--- src/rtl/netbus_pkg.sv ---
// netbus_pkg: shared constants and types for the NetBus 6-port receive arbiter.
//   NPORT      - number of receive ports sharing the upstream read channel
//   PORT_ID_W  - width of a binary port index
//   BEAT_CNT_W - width of the per-packet beat counter
//   arb_state_t - arbiter FSM state (IDLE / BUSY)
package netbus_pkg;

  localparam int NPORT      = 6;
  localparam int PORT_ID_W  = 3;
  localparam int BEAT_CNT_W = 16;

  typedef enum logic {
    IDLE = 1'b0,
    BUSY = 1'b1
  } arb_state_t;

endpackage

--- src/rtl/net_bus_rr_pick6.sv ---
// net_bus_rr_pick6: combinational winner selection for the 6-port arbiter.
// Ports:
//   req     in  6  pending requests
//   rt_mask in  6  real-time port mask (strict priority, lowest index first)
//   rr_ptr  in  3  round-robin base; search starts at rr_ptr+1 (mod 6)
//   win_oh  out 6  one-hot winner (zero when no request)
//   win_id  out 3  binary winner index (zero when no request)
//   any_req out 1  at least one request pending
module net_bus_rr_pick6
  import netbus_pkg::*;
(
  input  logic [NPORT-1:0]     req,
  input  logic [NPORT-1:0]     rt_mask,
  input  logic [PORT_ID_W-1:0] rr_ptr,
  output logic [NPORT-1:0]     win_oh,
  output logic [PORT_ID_W-1:0] win_id,
  output logic                 any_req
);

  logic [NPORT-1:0]     rt_req;
  logic                 found;
  int                   idx;
  logic [PORT_ID_W-1:0] idx_w;

  always_comb begin
    rt_req = req & rt_mask;
    found  = 1'b0;
    win_id = '0;
    idx    = 0;
    idx_w  = '0;
    if (rt_req != '0) begin
      for (int i = 0; i < NPORT; i++) begin
        if (!found && rt_req[i]) begin
          found  = 1'b1;
          win_id = PORT_ID_W'(i);
        end
      end
    end else begin
      // rr_ptr never exceeds 5, so one conditional subtract is a full mod-6.
      for (int k = 1; k <= NPORT; k++) begin
        idx = int'(rr_ptr) + k;
        if (idx >= NPORT) idx = idx - NPORT;
        idx_w = PORT_ID_W'(idx);
        if (!found && req[idx_w]) begin
          found  = 1'b1;
          win_id = idx_w;
        end
      end
    end
    win_oh         = '0;
    win_oh[win_id] = found;
    any_req        = |req;
  end

endmodule

--- src/rtl/net_bus_arb6.sv ---
// net_bus_arb6: packet-level arbiter sharing the upstream read channel of the
// 6-port NetBus mux. Real-time ports have strict priority, the rest are served
// round-robin; a grant is held until the granted port's LAST beat is accepted.
//
// Handshake: a beat transfers on a cycle where gnt_valid=1, accept=1 and
// req[gnt_id]=1. accept without a granted, requesting port is ignored.
//
// Ports:
//   clk       in  1   arbitration clock (receive-side read clock)
//   reset     in  1   synchronous active-high reset
//   req       in  6   per-port beat pending (RVALID)
//   last      in  6   per-port pending beat is end of packet
//   accept    in  1   upstream consumed the granted beat
//   gnt       out 6   one-hot grant, zero when idle
//   gnt_id    out 3   granted port index, zero when idle
//   gnt_valid out 1   grant active
//   beat_cnt  out 16  beats accepted in current packet (saturating)
//   timeout   out 1   one-cycle pulse on forced release
//   dbg_state out     current FSM state
//
// Optional feature macro: NETBUS_ARB_TIMEOUT_EN -- when defined, a grant that
// sees no beat for TIMEOUT_CYCLES cycles is force-released; otherwise timeout=0.
module net_bus_arb6
  import netbus_pkg::*;
#(
  parameter int                        NPORT          = netbus_pkg::NPORT,
  parameter logic [netbus_pkg::NPORT-1:0] REAL_TIME_MASK = '0,
  parameter int                        TIMEOUT_CYCLES = 1024
) (
  input  logic                  clk,
  input  logic                  reset,
  input  logic [NPORT-1:0]      req,
  input  logic [NPORT-1:0]      last,
  input  logic                  accept,
  output logic [NPORT-1:0]      gnt,
  output logic [PORT_ID_W-1:0]  gnt_id,
  output logic                  gnt_valid,
  output logic [BEAT_CNT_W-1:0] beat_cnt,
  output logic                  timeout,
  output arb_state_t            dbg_state
);

  if (NPORT != 6) begin : g_bad_nport
    $error("net_bus_arb6 supports exactly 6 ports");
  end
  if (TIMEOUT_CYCLES < 2) begin : g_bad_timeout
    $error("net_bus_arb6 TIMEOUT_CYCLES must be at least 2");
  end

  arb_state_t           state;
  logic [PORT_ID_W-1:0] rr_ptr;
  logic [PORT_ID_W-1:0] pick_ptr;
  logic [NPORT-1:0]     win_oh;
  logic [PORT_ID_W-1:0] win_id;
  logic                 any_req;
  logic                 beat;
  logic                 eop;
  logic                 stall_fire;
  logic                 release_gnt;

  // While busy the picker only matters on the release edge, where the new
  // round-robin base is the port being released; using it throughout lets the
  // next packet be granted on the same edge with no idle bubble.
  assign pick_ptr    = (state == BUSY) ? gnt_id : rr_ptr;
  assign beat        = gnt_valid & accept & req[gnt_id];
  assign eop         = beat & last[gnt_id];
  assign release_gnt = eop | stall_fire;
  assign dbg_state   = state;

  net_bus_rr_pick6 u_pick (
    .req     (req),
    .rt_mask (REAL_TIME_MASK),
    .rr_ptr  (pick_ptr),
    .win_oh  (win_oh),
    .win_id  (win_id),
    .any_req (any_req)
  );

  always_ff @(posedge clk) begin
    if (reset) begin
      state     <= IDLE;
      gnt       <= '0;
      gnt_id    <= '0;
      gnt_valid <= 1'b0;
      beat_cnt  <= '0;
      rr_ptr    <= PORT_ID_W'(5);
    end else begin
      case (state)
        IDLE: begin
          if (any_req) begin
            gnt       <= win_oh;
            gnt_id    <= win_id;
            gnt_valid <= 1'b1;
            state     <= BUSY;
          end
        end
        BUSY: begin
          if (release_gnt) begin
            rr_ptr   <= gnt_id;
            beat_cnt <= '0;
            if (any_req) begin
              gnt    <= win_oh;
              gnt_id <= win_id;
            end else begin
              gnt       <= '0;
              gnt_id    <= '0;
              gnt_valid <= 1'b0;
              state     <= IDLE;
            end
          end else if (beat && (beat_cnt != '1)) begin
            beat_cnt <= beat_cnt + BEAT_CNT_W'(1);
          end
        end
        default: state <= IDLE;
      endcase
    end
  end

`ifdef NETBUS_ARB_TIMEOUT_EN
  localparam int STALL_W = $clog2(TIMEOUT_CYCLES + 1);
  logic [STALL_W-1:0] stall_cnt;

  assign stall_fire = (state == BUSY) && !beat &&
                      (stall_cnt == STALL_W'(TIMEOUT_CYCLES - 1));

  // Restart on every beat and on every new grant (release always regrants or
  // goes idle, and the counter is held at zero while idle).
  always_ff @(posedge clk) begin
    if (reset) begin
      stall_cnt <= '0;
      timeout   <= 1'b0;
    end else begin
      timeout <= stall_fire;
      if ((state != BUSY) || beat || release_gnt) begin
        stall_cnt <= '0;
      end else begin
        stall_cnt <= stall_cnt + STALL_W'(1);
      end
    end
  end
`else
  assign stall_fire = 1'b0;
  assign timeout    = 1'b0;
`endif

endmodule

--- config.mk ---
export PLATFORM = sky130hd
export DESIGN_NAME = net_bus_arb6
export DESIGN_NICKNAME = d
export VERILOG_FILES = /design/src/rtl/netbus_pkg.sv /design/src/rtl/net_bus_rr_pick6.sv /design/src/rtl/net_bus_arb6.sv
export SDC_FILE = /design/constraint.sdc
export NUM_CORES = 1
export LEC_CHECK = 0
export ABC_AREA = 1
export ABC_CLOCK_PERIOD_IN_PS = 3300
export CORE_MARGIN = 8
export CORE_UTILIZATION = 49
export DETAILED_ROUTE_END_ITERATION = 12
export PLACE_DENSITY = 0.75
export SYNTH_ARGS = -nofsm -noshare
export SYNTH_HDL_FRONTEND = slang
export SYNTH_SLANG_ARGS = --single-unit
--- constraint.sdc ---
create_clock -name clk -period 3.3 [get_ports clk]
set_input_delay 0.33 -clock clk [delete_from_list [all_inputs] [get_ports clk]]
set_output_delay 0.33 -clock clk [all_outputs]
set_load 0.05 [all_outputs]
# Word level (Yosys, flattened, before mapping)
# Cells that the tools add are included.
[word_totals]
register_bits = 30
input_bits = 15
out_inout_bits = 28
word_cells = 115
[op_classes]
addsub = 13
magnitude_cmp = 15
n_eq_ne = 4
muxes = 54
bitwise = 5
n_reduce_logical = 18
[op_table]
columns = ["operator", "n"]
rows = [
  ["$mux W3", 16],
  ["$lt A3 B4 Y1 const B", 8],
  ["$mux W16", 2],
  ["$bmux W1 S3", 8],
  ["$ge A4 B3 Y1 const B", 6],
  ["$mux W1", 20],
  ["$mux W6", 3],
  ["$sub A3 B2 Y3 const B", 6],
  ["$add A16 B1 Y16 const B", 1],
  ["$ne A16 B16 Y1 const B", 1],
  ["$add A3 B3 Y4 const B", 3],
  ["$pmux W6 S2", 1],
  ["$add A3 B2 Y4 const B", 2],
  ["$logic_and A1 B1 Y1", 7],
  ["$and A6 B6 Y6", 1],
  ["$pmux W3 S2", 1],
  ["$reduce_and A2 Y1", 3],
  ["$reduce_or A6 Y1", 1],
  ["$logic_not A1 Y1", 5],
  ["$add A3 B1 Y4 const B", 1],
  ["$ne A2 B2 Y1 const B", 2],
  ["$pmux W1 S2", 2],
  ["$and A1 B1 Y1", 3],
  ["$demux W1 S3", 1],
  ["other kinds (5)", 5],
]

# Logic depth before layout (Yosys ltp)
# Gate-level depths: netlist of run 1.
[depth]
depth_word = 30
mapped_depth = 24
mapped_depth_nobuf = 22

# Cells and area by module
# A second synthesis of run 1 with hierarchy kept.
[unflattened]
cells_unflattened = 505
area_unflattened_um2 = 2985.4
[by_module_without_submodules]
columns = ["mod", "instances", "cells_each", "area_each_um2"]
rows = [
  ["net_bus_arb6", 1, 289, 1846.8],
  ["net_bus_rr_pick6", 1, 216, 1138.6],
]

# Worst setup path after synthesis of run 1
# Ideal clock, no wire load.
[synth_timing]
path_type = "reg-to-reg"
from = "register state (netlist: dbg_state)"
to = "register gnt[1]"
t_arrival_ns = 3.041
required_ns = 3.180
slack_ns = 0.139
path_stages_with_launch = 21
period_less_slack_ns = 3.161
path_cell_list = "dfxtp_1 buf_6 nand2_1 o21ai_1 inv_2 ha_1 buf_2 inv_1 nand2_1 nand3_1 nand3_1 nand3_1 nand3_2 nand2_4 nand3_2 nor2_2 nand4_1 nand3_2 nor2_1 nand2_1 a21oi_2"
[synth_between]
elab_chain_cells = 30
[synth_lines]
columns = ["element", "line", "source"]
rows = [
  ["start: declaration", "net_bus_arb6.sv:50", "arb_state_t state;"],
  ["start signal: assignment", "net_bus_arb6.sv:81", "state <= IDLE;"],
  ["start signal: assignment", "net_bus_arb6.sv:94", "state <= BUSY;"],
  ["start signal: assignment", "net_bus_arb6.sv:108", "state <= IDLE;"],
  ["$mux W3", "net_bus_arb6.sv:64", "assign pick_ptr = (state == BUSY) ? gnt_id : rr_ptr;"],
  ["$add A3 B1 Y4", "net_bus_rr_pick6.sv:41", "idx = int'(rr_ptr) + k;"],
  ["$ge A4 B3 Y1 / $sub A3 B2 Y3 (equally long branches)", "net_bus_rr_pick6.sv:42", "if (idx >= NPORT) idx = idx - NPORT;"],
  ["$mux W3", "net_bus_rr_pick6.sv:42", ""],
  ["$bmux W1 S3", "net_bus_rr_pick6.sv:44", "if (!found && req[idx_w]) begin"],
  ["$mux W1 (not written as such)", "net_bus_rr_pick6.sv:44", ""],
  ["$mux W1", "net_bus_rr_pick6.sv:44", ""],
  ["$logic_not A1 Y1", "net_bus_rr_pick6.sv:44", ""],
  ["[... 14 more ...]", "--", ""],
  ["$lt A3 B4 Y1 (not written as such) / $ge A3 B1 Y1 (equally long branches)", "net_bus_rr_pick6.sv:51", "win_oh[win_id] = found;"],
  ["$logic_and A1 B1 Y1 (not written as such)", "net_bus_rr_pick6.sv:51", ""],
  ["$mux W1 (not written as such)", "net_bus_rr_pick6.sv:51", ""],
  ["$demux W1 S3", "--", ""],
  ["$and A6 B6 Y6 (no source line)", "--", ""],
  ["$mux W6", "net_bus_arb6.sv:101", "if (any_req) begin"],
  ["$mux W6", "net_bus_arb6.sv:98", "if (release_gnt) begin"],
  ["$pmux W6 S2", "net_bus_arb6.sv:88", "case (state)"],
  ["end signal: assignment", "net_bus_arb6.sv:91", "gnt <= win_oh;"],
  ["end signal: assignment", "net_bus_arb6.sv:102", "gnt <= win_oh;"],
  ["end: declaration", "net_bus_arb6.sv:35", "output logic [NPORT-1:0] gnt,"],
]
# Parallel ways exist; a longest one is shown, timed or not. The select of a mux whose other input is x is not followed.
# A chain may end at the register's enable or synchronous reset.

# Final worst setup path of run 1
[layout_timing]
from = "register state (netlist: dbg_state)"
to = "register gnt[4]"
# Same word-level chain as after synthesis.

==> results of run 1 <==
[power by group through the flow]
stage / clock network [uW] / logic, uW / registers [uW]
2_1_floorplan: 0 / 507 / 504
3_3_place_gp: 0 / 754 / 421
3_5_place_dp: 0 / 762 / 422
4_1_cts: 308 / 766 / 415
5_1_grt: 325 / 843 / 418
6_report: 303 / 769 / 416
[per-stage QoR]
stage | hold WS [ps] | util | setup slack, ps | power (uW) | cell area (um2)
final | 471 | 0.609 | 390 | 1490 | 3030
after global routing | 489 | 0.609 | 148 | 1590 | 3030
after CTS | 474 | 0.608 | 111 | 1490 | 3030
after detailed placement | 465 | 0.589 | 144 | 1180 | 2930
after global placement | 453 | 0.589 | 237 | 1180 | 2930
after floorplan | 452 | - | 139 | 1010 | 2480
[cell type report]
type                       instances  area share
clock inverter                     1     0.00165
timing repair buffer              44       0.143
tap                               70      0.0289
clock buffer                       7      0.0285
inverter                          52      0.0677
sequential                        30       0.199
multi-input combinational        278       0.532
[logic make-up (layout without fill, tap and decap cells)]
logic type | after synthesis | count (layout) | synth area share
AND/OR/NAND/NOR | 209 | 209 | 0.457
AO/OA/AOI/OAI | 60 | 60 | 0.151
buffers and inverters | 60 | 104 | 0.108
flip-flops | 30 | 30 | 0.243
adder cells (fa/ha/maj) | 8 | 8 | 0.0404
other | 1 | 1 | 0.00151
[path summary, 6_finish.rpt]
kind,slack [ps],from,to,cells after the start
worst max register to register,390,dbg_state,gnt[4],19
worst min register to register,470,gnt[5],gnt[5],2
worst min-delay path,470,gnt[5],gnt[5],2
worst max-delay path,390,dbg_state,gnt[4],19
[placed cells by master, fill, tap and decap left out, types with 2 or more instances in the layout]
cell,n
nand2_1,90
clkdlybuf4s50_1,41
inv_1,37
nand3_1,32
dfxtp_1,29
nor2_1,23
a21oi_1,23
nand3_2,15
inv_2,10
o21ai_1,10
nand2_4,8
o21ai_0,8
nand4_1,8
ha_1,8
nand2_2,7
clkbuf_8,6
nor2_2,5
nand3b_1,5
o21ai_2,4
a21oi_2,4
o211ai_1,3
o21a_1,3
nor3_1,3
nor3_2,3
nor3b_1,3
buf_4,3
inv_4,2
clkinv_1,2
[sequential cells by signal (all words and copies together) (netlist names)]
name       flops
gnt            6
rr_ptr         3
dbg_state      1
gnt_valid      1
beat_cnt      16
gnt_id         3
[worst max-delay path: stages (launching register included)]
cell     delay (ps)
dfxtp_2         470
nand2_2         110
nand2_4         210
inv_4            90
ha_1            240
nor3b_1         320
nand2_4         120
nand2_4          90
nand3_2          60
nand2_2         110
inv_2            50
nand2_1          60
nand3_2          80
nand3_2          90
nor2_1           50
nor2_1          120
nand3_2         130
a21oi_2         210
nand2_1          90
a21oi_2         130
[per-layer routing]
layer / wire, um / up-vias / part of all wire
li1: - / 1303 / -
met1: 2920 / 1107 / 0.48
met2: 2930 / 36 / 0.48
met3: 195 / 5 / 0.032
met4: 55 / 0 / 0.0090
met5: 0 / - / 0
==> metrics.md, run 1 <==
| Metric | Value |
|---|---|
| FMAX | `about 340 MHz` |
| Met3 Use GR | `0.0311` |
| Row Count | `26` |
| Layout filler cell count | `between 400 and 500` |
| Post-synth EDFFs | `0` |
| Synth Cell Area | `between 2000 and 2500 um2` |
| Sequential power share | `0.279` |
| NumNets Final | `around 430` |
| Clock network fraction of design power | `0.203` |
| CP startpoint kind | `flip-flop` |
| Routed vias | `approximately 2500` |
| Number of antenna-violating nets in the routed design | `0` |
| Status | `finished, final reports clean` |
| Seq/Total Area, Yosys | `0.243` |
| Initial antenna violation count | `0` |
| Yosys Warn Count | `0` |
| Int Pwr | `812 uW` |
| Crit-path max FO | `13` |
| Root Driver | `clkbuf_8` |
| DRC violation count after routing | `0` |
| Hold-fix buffers at CTS | `0` |
| Met1 layer usage reported by global route | `0.219` |
| Die area | `approximately 7600 um2` |
| PwrDens | `491 nW/um2` |
| Worst vdd ir | `about 480 uV` |
| Most Crowded Layer GR | `met2` |
| Total GRT Usage | `0.168` |
| Top cells by area, synth | `dfxtp_1 (24%), nand2_1 (14%), nand3_1 (6.5%)` |
| Vias per cell | `between 5 and 6` |
| Critical Path Sink Type | `flip-flop` |
| Placed Cells | `approximately 470` |
| Ys async rst share | `0` |
| Worst-path clk slew | `~60 ps` |
| H-tree depth | `2` |
| Boundary pin count | `between 40 and 50` |
| Hold crit path type | `flip-flop to flip-flop` |
| Share of cells above drive strength 1 | `0.184` |
| Skew-Pair Late Insertion Delay | `roughly 280 ps` |
| Worst setup path class | `flip-flop to flip-flop` |
| Endpoints failing hold | `0` |
| Slew of the pin with the lowest slew margin | `roughly 520 ps` |
| PortBufs | `between 40 and 50` |
| Count of final setup violators | `0` |
| Multi-input gate area | `between 1500 and 2000 um2` |
| CTS tree | `built` |
| Crit path DAT | `between 3000 and 4000 ps` |
| RSZ-0062 raised after global routing | `false` |
| Post-synthesis cell count | `roughly 370` |
| Chip Width | `87.1 um` |
| Synth cell count leaders | `nand2_1 (90), inv_1 (37), nand3_1 (32), dfxtp_1 (30)` |
| Area delta synth->final | `22.4%` |
| Sw Ratio | `0.454` |
| Clock sinks | `30` |
| Initial Utilization | `0.497` |
| Pre-antenna DRT Iters | `4` |
| Tmin final | `about 2900 ps` |
| Core area | `between 4000 and 5000 um2` |
| Placer Congestion | `0.851` |
| DIE HEIGHT | `a little under 90 um` |
| Cell taking the most area after synthesis | `dfxtp_1` |
| Syn Area/Cell | `~6.7 um2` |
| Vias in the first global route | `between 2000 and 2500` |
| Most frequent cell after synthesis | `nand2_1` |
| Ant. Diodes | `0` |
| Combinational Power Share | `0.517` |
| Final Max Tran Viols | `0` |
| Synth Register Bits | `30` |
| Total gr overflow | `0` |
| Met2 usage | `0.279` |
| Slew headroom | `0.651` |
| Fin crit share | `0.882` |
| Final Skew | `between 7 and 8 ps` |
| Layout Cells excl Fill | `~480` |
| Yosys top cell area share | `0.243` |
| NetSw | `a little under 700 uW` |
| MaxCap Viol Count | `0` |
| First-pass GRT wire length | `around 11000 um` |
| Setup TNS Final | `0 ps` |
| Cell variety after synth | `44` |
| Leak | `0.00128 uW` |
| Post-CTS resize count | `0` |
| Post-DP HPWL | `4930 um` |
| Max clock buf depth | `2` |
| Top FF cell, synth | `dfxtp_1` |
| Final wirelength | `6090 um` |
| Largest net degree at the start of global routing | `17` |
| Syn nets | `slightly below 400` |
| Post-CTS Setup Bufs | `0` |
| Num CTS Buffers | `5` |
| Wire per inst | `between 10 and 15 um` |
| Worst path required time | `around 3500 ps` |
| Initial DRC Count | `approximately 160` |
| FF/Latch Area | `approximately 600 um2` |
(Power assumes the default switching activity.)
==> inputs of run 2 (changes only) <==
--- a/config.mk
+++ b/config.mk
@@ -10,6 +10,7 @@
 export CORE_MARGIN = 8
 export CORE_UTILIZATION = 49
 export DETAILED_ROUTE_END_ITERATION = 12
+export GPL_TIMING_DRIVEN = 0
 export PLACE_DENSITY = 0.75
 export SYNTH_ARGS = -nofsm -noshare
 export SYNTH_HDL_FRONTEND = slang
==> run 2 against run 1 <==
Effect of this change: first-iteration DRC count down 42%; combinational power grew 0.8%; via count up 0.61%; global-route usage decreased by 0.41 points; count of clock-buffer cells in the layout down 1; hold slack worse by 94 ps.
==> metrics.md, run 2 (synthesis gave the netlist of run 1 again) <==
| Metric | Value |
|---|---|
| Worst setup path class | `flip-flop to flip-flop` |
| Total GRT Usage | `0.164 (-0.00405)` |
| PwrDens | `481 nW/um2 (-2.0%)` |
| H-tree depth | `2 (unchanged)` |
| Fin crit share | `0.901 (+0.0190)` |
| Area delta synth->final | `23.5%` |
| Share of cells above drive strength 1 | `0.188 (+0.00394)` |
| First-pass GRT wire length | `10400 um (-1.2%)` |
| Max clock buf depth | `2 (unchanged)` |
| Status | `finished, final reports clean` |
| DRC violation count after routing | `0 (unchanged)` |
| Core area | `4980 um2 (unchanged)` |
| CP startpoint kind | `flip-flop` |
| Final Skew | `5.40 ps (-2.54 ps)` |
| Layout filler cell count | `491 (+4.9%)` |
| Vias in the first global route | `2329 (+1.4%)` |
| Ant. Diodes | `0 (unchanged)` |
| R2R cell count | `20 (+1)` |
| Setup TNS Final | `0 ps (unchanged)` |
| Row Count | `26 (unchanged)` |
| Initial antenna violation count | `0 (unchanged)` |
| Slew headroom | `0.652 (+0.000842)` |
| Worst Hold Slack | `376 ps (-94.3 ps)` |
| PortBufs | `40 (-2.4%)` |
| NumNets Final | `438 (+0.92%)` |
| Die area | `7580 um2 (unchanged)` |
| Pre-antenna DRT Iters | `4 (unchanged)` |
| Vias per cell | `5.10 (+0.20%)` |
| Hold-critical path depth | `2 (unchanged)` |
| Worst path required time | `3510 ps (about the same)` |
| Largest net degree at the start of global routing | `13 (-4)` |
| FMAX | `336 MHz (-2.1%)` |
| Final wirelength | `5930 um (-2.6%)` |
| Post-Route Utilization | `0.614 (+0.00553)` |
| Wire per inst | `12.3 um (-3.0%)` |
| Hold-fix buffers at CTS | `0 (unchanged)` |
| Worst-path clk slew | `60 ps (about the same)` |
| Final Max Tran Viols | `0 (unchanged)` |
| Num CTS Buffers | `5 (unchanged)` |
| Endpoints failing hold | `0 (unchanged)` |
| Final worst slack | `327 ps (-62.8 ps)` |
| RSZ-0062 raised after global routing | `false` |
| Clock sinks | `30 (unchanged)` |
| Post-DP HPWL | `4890 um (-0.77%)` |
| Crit-path max FO | `9 (-4)` |
| Worst vdd ir | `421 uV (-12%)` |
| Routed vias | `2466 (+0.61%)` |
| Total gr overflow | `0 (unchanged)` |
| Crit path DAT | `3180 ps (+60 ps)` |
| Biggest regs | `beat_cnt: 16 flops, gnt: 6 flops` |
| Most common cell after layout, fill and taps aside | `nand2_1` |
| Number of antenna-violating nets in the routed design | `0 (unchanged)` |
| Initial Utilization | `0.497 (unchanged)` |
| Commonest cells after routing, fill and taps aside | `nand2_1 (90), clkdlybuf4s50_1 (40), inv_1 (36)` |
| Chip Width | `87.1 um (unchanged)` |
| Tmin final | `2970 ps (+62.8 ps)` |
| Setup slack after placement | `55.9 ps (-87.6 ps)` |
| Boundary pin count | `43 (unchanged)` |
| Skew-Pair Late Insertion Delay | `270 ps (about the same)` |
| CTS tree | `built` |
| Count of final setup violators | `0 (unchanged)` |
| DIE HEIGHT | `87.1 um (unchanged)` |
| Critical Path Sink Type | `flip-flop` |
| Slew of the pin with the lowest slew margin | `521 ps (-1.26 ps)` |
| Placer Congestion | `0.862 (+1.3%)` |
| Top reg by flops | `beat_cnt` |
| Hold crit path type | `input port to flip-flop` |
| Root Driver | `clkbuf_8` |
| MaxCap Viol Count | `0 (unchanged)` |
| Max FFs per register | `16 (unchanged)` |
| Leak | `0.00129 uW (+0.87%)` |
| Initial DRC Count | `90 (-42%)` |
==> run 2: worst paths after layout <==
| path | startpoint | end | slack, ps |
|---|---|---|---|
| worst max register to register | dbg_state | gnt[4] | 330 |
| worst min register to register | gnt[3] | gnt[3] | 470 |
| worst min-delay path | reset | gnt_id[2] | 380 |
| worst max-delay path | dbg_state | gnt[4] | 330 |
==> run 2: cell type report <==
class	instances	area, um2	area share
flip-flops and latches	30	601	0.196
plain buffers	8	62.6	0.0205
well taps	70	87.6	0.0286
clock buffers	6	82.6	0.0270
inverters	52	205	0.0671
repair buffers	40	400	0.131
multi-input cells	278	1620	0.529
==> run 2: repair_timing <==
item,CTS,global route
resized for setup,0,3
setup endpoints to repair,0,9
setup buffers,0,0
==> run 2: through the flow <==
| step | instance area, um2 | total power [uW] | std cells |
|---|---|---|---|
| 2_1_floorplan | 2480 | 1010 | 368 |
| 3_3_place_gp | 2960 | 1180 | 478 |
| 3_5_place_dp | 2960 | 1190 | 478 |
| 4_1_cts | 3050 | 1480 | 484 |
| 5_1_grt | 3060 | 1580 | 484 |
| 6_report | 3060 | 1470 | 484 |
==> run 2: critical path, cell delays in order, from the launching register on <==
cell,delay [ps]
dfxtp_1,350
buf_6,170
nand2_1,130
o21ai_4,150
inv_2,100
ha_1,280
buf_2,200
inv_2,100
nand2_1,70
nand3_1,90
nand2_1,70
nand2_1,70
nand3_1,90
nand3_2,90
nand2_4,110
inv_1,60
a21oi_1,160
nand3_2,120
a21oi_2,240
nand2_1,100
a21oi_2,130
==> run 2: power by group <==
part	internal, uW	switching (uW)
logic	260	515
registers	390	22.7
clock network	160	123
==> run 2: per-layer routing <==
metal | GRT usage | vias to the layer above | routed length, um
met5 | 0 | - | 0
met4 | 0.0423 | 0 | 74
met3 | 0.0274 | 8 | 160
met2 | 0.276 | 35 | 2870
met1 | 0.211 | 1120 | 2830
li1 | - | 1303 | -
==> inputs of run 3 (changes only) <==
--- a/config.mk
+++ b/config.mk
@@ -15,3 +15,4 @@
 export SYNTH_ARGS = -nofsm -noshare
 export SYNTH_HDL_FRONTEND = slang
 export SYNTH_SLANG_ARGS = --single-unit
+export TNS_END_PERCENT = 20
==> results of run 3 <==
No change in the layout: final DEF, timing and power equal those of run 2.
